**src/rtl/seq_100bit_subtractor_if.sv**
```systemverilog
// Operand/result handshake bundle for the sequential subtractor.
// The design side uses the slave modport; a source/sink uses master.
interface seq_100bit_subtractor_if #(
  parameter int WIDTH = 100
);
  logic             in_valid;
  logic             in_ready;
  logic [WIDTH-1:0] A;
  logic [WIDTH-1:0] B;
  logic             Bin;
  logic             out_valid;
  logic             out_ready;
  logic [WIDTH-1:0] Diff;
  logic             Bout;

  modport master (
    output in_valid, A, B, Bin, out_ready,
    input  in_ready, out_valid, Diff, Bout
  );

  modport slave (
    input  in_valid, A, B, Bin, out_ready,
    output in_ready, out_valid, Diff, Bout
  );
endinterface

```
**src/rtl/seq_100bit_subtractor.sv**
```systemverilog
// Multi-cycle subtractor: Diff = A - B - Bin, one CHUNK slice per clock,
// computed as A + ~B + ~Bin with the carry rippled between slices.
module seq_100bit_subtractor #(
  parameter int WIDTH = 100,
  parameter int CHUNK = 25
) (
  input logic                clk,
  input logic                reset,
  seq_100bit_subtractor_if.slave bus
);
  localparam int NCHUNK = WIDTH / CHUNK;
  localparam int IW = (NCHUNK > 1) ? $clog2(NCHUNK) : 1;
  localparam int BW = (WIDTH > 1) ? $clog2(WIDTH) : 1;

  generate
    if (WIDTH % CHUNK != 0) begin : g_bad_chunk
      $error("WIDTH must be an exact multiple of CHUNK");
    end
  endgenerate

  typedef enum logic [1:0] {
    IDLE,
    CALC,
    DONE
  } state_t;

  state_t           r_state;
  logic [WIDTH-1:0] r_a;
  logic [WIDTH-1:0] r_nb;
  logic [WIDTH-1:0] r_diff;
  logic             r_carry;
  logic             r_bout;
  logic             r_out_valid;
  logic [IW-1:0]    r_idx;

  logic [BW-1:0]    w_base;
  logic [CHUNK:0]   w_sum;
  logic             w_last;

  assign w_base = BW'(int'(r_idx) * CHUNK);
  assign w_sum  = {1'b0, r_a[w_base +: CHUNK]}
                + {1'b0, r_nb[w_base +: CHUNK]}
                + {{CHUNK{1'b0}}, r_carry};
  assign w_last = (r_idx == IW'(NCHUNK - 1));

  assign bus.in_ready  = (r_state == IDLE);
  assign bus.out_valid = r_out_valid;
  assign bus.Diff      = r_diff;
  assign bus.Bout      = r_bout;

  always_ff @(posedge clk or posedge reset) begin
    if (reset) begin
      r_state     <= IDLE;
      r_a         <= '0;
      r_nb        <= '0;
      r_diff      <= '0;
      r_carry     <= 1'b0;
      r_bout      <= 1'b0;
      r_out_valid <= 1'b0;
      r_idx       <= '0;
    end else begin
      unique case (r_state)
        IDLE: begin
          if (bus.in_valid) begin
            r_a     <= bus.A;
            r_nb    <= ~bus.B;
            r_carry <= ~bus.Bin;
            r_idx   <= '0;
            r_state <= CALC;
          end
        end
        CALC: begin
          r_diff[w_base +: CHUNK] <= w_sum[CHUNK-1:0];
          r_carry <= w_sum[CHUNK];
          r_idx   <= r_idx + 1'b1;
          // No carry out of the top slice means a borrow was taken.
          if (w_last) begin
            r_bout      <= ~w_sum[CHUNK];
            r_out_valid <= 1'b1;
            r_state     <= DONE;
          end
        end
        DONE: begin
          if (bus.out_ready) begin
            r_out_valid <= 1'b0;
            r_state     <= IDLE;
          end
        end
        default: r_state <= IDLE;
      endcase
    end
  end
endmodule

```
**src/flat_wrapper.sv**
```systemverilog
// flat-port wrapper written by rule: the top's interface ports become plain ports
module seq_100bit_subtractor_flat 
#(
  parameter int WIDTH = 100,
  parameter int CHUNK = 25
)
  (clk, reset, bus_in_valid, bus_A, bus_B, bus_Bin, bus_out_ready, bus_in_ready, bus_out_valid, bus_Diff, bus_Bout);
  seq_100bit_subtractor_if #(.WIDTH(WIDTH)) bus_i ();
  input logic clk;
  input logic reset;
  input wire logic [$bits(bus_i.in_valid)-1:0] bus_in_valid;
  input wire logic [$bits(bus_i.A)-1:0] bus_A;
  input wire logic [$bits(bus_i.B)-1:0] bus_B;
  input wire logic [$bits(bus_i.Bin)-1:0] bus_Bin;
  input wire logic [$bits(bus_i.out_ready)-1:0] bus_out_ready;
  output wire logic [$bits(bus_i.in_ready)-1:0] bus_in_ready;
  output wire logic [$bits(bus_i.out_valid)-1:0] bus_out_valid;
  output wire logic [$bits(bus_i.Diff)-1:0] bus_Diff;
  output wire logic [$bits(bus_i.Bout)-1:0] bus_Bout;
  assign bus_i.in_valid = bus_in_valid;
  assign bus_i.A = bus_A;
  assign bus_i.B = bus_B;
  assign bus_i.Bin = bus_Bin;
  assign bus_i.out_ready = bus_out_ready;
  assign bus_in_ready = bus_i.in_ready;
  assign bus_out_valid = bus_i.out_valid;
  assign bus_Diff = bus_i.Diff;
  assign bus_Bout = bus_i.Bout;
  seq_100bit_subtractor #(.WIDTH(WIDTH), .CHUNK(CHUNK)) u_core (.clk(clk), .reset(reset), .bus(bus_i));
endmodule
```
**config.mk**
```make
export PLATFORM = sky130hd
export DESIGN_NAME = seq_100bit_subtractor_flat
export DESIGN_NICKNAME = d
export VERILOG_FILES = /design/src/rtl/seq_100bit_subtractor_if.sv /design/src/rtl/seq_100bit_subtractor.sv /design/src/flat_wrapper.sv
export SDC_FILE = /design/constraint.sdc
export NUM_CORES = 1
export LEC_CHECK = 0
export CAP_MARGIN = 5
export CORE_UTILIZATION = 50
export CTS_BUF_LIST = sky130_fd_sc_hd__clkbuf_8
export CTS_CLUSTER_SIZE = 12
export DETAILED_ROUTE_END_ITERATION = 16
export GPL_ROUTABILITY_DRIVEN = 1
export PLACE_DENSITY = 0.77
export SYNTH_ARGS = -nofsm -noshare
export SYNTH_HDL_FRONTEND = slang
export SYNTH_SLANG_ARGS = --single-unit
```
**constraint.sdc**
```tcl
create_clock -name clk -period 30.9 [get_ports clk]
set_input_delay 4.635 -clock clk [delete_from_list [all_inputs] [get_ports clk]]
set_output_delay 4.635 -clock clk [all_outputs]
set_load 0.05 [all_outputs]
```
==> run summary <==
Status = finished clean
Core area = 27200 um2
Synthesized flop and latch total = 307
Synth Instances = 1348
Syn_nets = 1585
Initial antenna violation count = 3
Hold WS = 0.470 ns
Final period utilization = 22.9%
First-pass GRT wire length = 60.0 mm
Die area = 28700 um2
Fin. max-slew vios = 0
Gr usage total = 27.1%
Met2 GRT Util = 42.1%
Vias per cell = 5.50
Vias in the first global route = 11.1k
Hold_sp = u_core.r_a[71]$_DFFE_PP0P_
M3 GR Usage = 5.39%
Width of the die = 169 um
RSZ-0062 raised after global routing = false
Fin crit period = 7.08 ns
Hpwl dp = 27.0 mm
Avg Synthesized Cell Area = 10.4 um2
R2R Setup Slk = 25.85 ns
Hold Path Class = reg2reg
Worst R2R End = u_core.bus.Diff[70]$_DFFE_PP0P_
Hold endpoint = u_core.r_a[71]$_DFFE_PP0P_
WS Path Type = in2async
Met1 usage = 38.7%
Final WL = 38.0 mm
Hold depth = 2
Skew-Pair Late Insertion Delay = 0.57 ns
Flop pwr share = 28.9%
Largest fanout on the critical path = 160
Die Height = 169 um
WP data required = 31.47 ns
Max-slew headroom = 22.3%
Vias = 11.2k
# Post-CTS Setup Buffers = 0
Leakage dissipation = 8.50 nW
Final ANT Viol Nets = 0
Final Setup Violations = 0
Pint = 1.22 mW
# IOs = 308
Startpoint types = primary input
Number of nets in the final layout = 1869
Unique masters post-synth = 59
Total power = 2.34 mW
Worst r2r src = u_core.r_idx[0]$_DFFE_PP0P_
Switching fraction of total power = 47.6%
GRT busiest layer = met2
Fraction of layout cells with a size suffix above 1 = 8.94%
Setup crit end kind = async pin
Final Skew = 0.0316 ns
Clock power share = 14.8%
Congestion Overflow GR = 0
Sink Count = 307
CTS tree = done
Post-synthesis sequential area ratio = 54.9%
Asr flop ratio synth = 100%
Fmax = 0.141 GHz
Final Core Density = 67.2%
Critical Path AT = 7.66 ns
Max cap viols = 0
EDFF count, synth = 0
Most used DFF post-synth = dfrtp_1
Max VDD drop = 0.0611 mV
Post_cts resized = 0
Setup TNS = 0 ns
Bufs on Longest Clock Path = 3
Endpoints failing hold = 0
Residual DRC count = 0
Worst-Margin Slew = 1.17 ns
Root buffer cell = clkbuf_8
DR pass1 iterations = 5
Rows = 60
Clock-pin slew on the worst setup and hold paths = 0.06 ns
P per Cell Area = 128 nW/um2
Combinational group share of total power = 56.2%
H-tree depth = 2
Post-synthesis cell area = 14000 um2
Psw = 1.11 mW
Drt wl/cell = 18.6 um
Buffers on Ports = 307
Number of buffers created by CTS = 49
Worst-case reg-to-reg path depth = 10
Routability cong. = 0.870
Hold Buf Count CTS = 0
First DRT Iteration DRCs = 1035
Layout area overhead = 30.5%
YS warnings = 0
Initial core utilization = 51.5%
Largest net degree at the start of global routing = 161
worst max-delay path: stages:
cell	delay [ns]
clkdlybuf4s50_1	0.49
inv_8	0.67
buf_4	0.90
buf_4	0.83
how the worst max path moves through the flow:
stage / slack (ns) / start / cells after the start / end
floorplan: 17.78 / reset / 1 / u_core.bus.Bout$_DFFE_PP0P_
global placement: 23.08 / reset / 4 / u_core.r_a[41]$_DFFE_PP0P_
detailed placement: 22.99 / reset / 4 / u_core.r_a[41]$_DFFE_PP0P_
CTS: 23.62 / reset / 4 / u_core.r_a[91]$_DFFE_PP0P_
global route: 23.25 / reset / 4 / u_core.r_a[75]$_DFFE_PP0P_
finish: 23.82 / reset / 4 / u_core.r_a[16]$_DFFE_PP0P_
sequential cells by signal, indices dropped and copies added, names as in the netlist:
register              cells
u_core.bus.Bout           1
u_core.bus.Diff         100
u_core.bus.out_valid      1
u_core.r_a              100
u_core.r_carry            1
u_core.r_idx              2
u_core.r_nb             100
u_core.r_state            2
cells in the final DEF, fill, tap and decap left out, types with 4 or more instances in the layout:
cell | netlist | layout
a22o_1 | 64 | 64
mux4_2 | 50 | 50
xor2_1 | 7 | 7
clkbuf_8 | 0 | 63
nor3_1 | 8 | 8
o211a_1 | 4 | 4
ha_1 | 30 | 30
a21oi_1 | 34 | 34
a21boi_0 | 5 | 5
and4_1 | 4 | 4
clkdlybuf4s50_1 | 0 | 307
nand3_1 | 15 | 15
and3_1 | 9 | 9
a21o_1 | 6 | 6
nor2b_1 | 4 | 4
nand2_1 | 463 | 462
nor2_1 | 19 | 19
buf_4 | 3 | 8
o31ai_1 | 6 | 6
o21ai_1 | 6 | 6
dfrtp_1 | 307 | 305
inv_1 | 11 | 27
o21ai_0 | 144 | 144
xnor2_1 | 11 | 11
a211o_1 | 4 | 4
metal layers:
metal / vias to the layer above / share of wire, %
met3: 76 / 7.0
met2: 457 / 46
li1: 5243 / -
met5: - / 0
met4: 0 / 2.3
met1: 5442 / 45
through the flow:
step	setup WS [ns]	instance area (um2)	std cells
floorplan	17.78	14000	1348
global placement	23.08	17300	1953
detailed placement	22.99	17300	1953
CTS	23.62	18300	2038
global route	23.25	18300	2040
finish	23.82	18300	2040
cells in the mapped netlist (6+ instances only):
cell type	number	area (um2)
a21o_1	6	45.0
a21oi_1	34	170
a22o_1	64	561
and3_1	9	56.3
buf_2	16	80.1
clkbuf_1	60	225
dfrtp_1	307	7680
ha_1	30	375
inv_1	11	41.3
mux4_2	50	1130
nand2_1	463	1740
nand3_1	15	75.1
nor2_1	19	71.3
nor3_1	8	40.0
o21ai_0	144	721
o21ai_1	6	30.0
o31ai_1	6	45.0
xnor2_1	11	96.3
xor2_1	7	61.3
power by group through the flow:
stage,Clock (mW),Sequential [mW],Combinational [mW]
2_1_floorplan,0,0.777,0.808
3_3_place_gp,0,0.669,1.27
3_5_place_dp,0,0.680,1.30
4_1_cts,0.352,0.674,1.31
5_1_grt,0.369,0.695,1.43
6_report,0.347,0.675,1.31
layout make-up:
cell class                 instances  area (um2)
clock inverter                    22         118
fill                            2140        8910
multi-input combinational        948        5940
tap                              372         465
timing repair buffer             315        3130
inverter                          11        48.8
sequential                       307        7690
antenna                            2        5.00
clock buffer                      63         867
cells by family (layout without fill, tap and decap cells):
family,after synthesis,after routing,synth area share [%]
AND/OR/NAND/NOR,548,548,16.2
flip-flops,307,307,54.9
AO/OA/AOI/OAI,298,298,13.9
buffers and inverters,93,411,2.73
multiplexers,52,52,8.19
adder cells (fa/ha/maj),32,32,2.97
XOR/XNOR,18,18,1.13
other,0,2,0
Power figures use the tool's default switching activity.
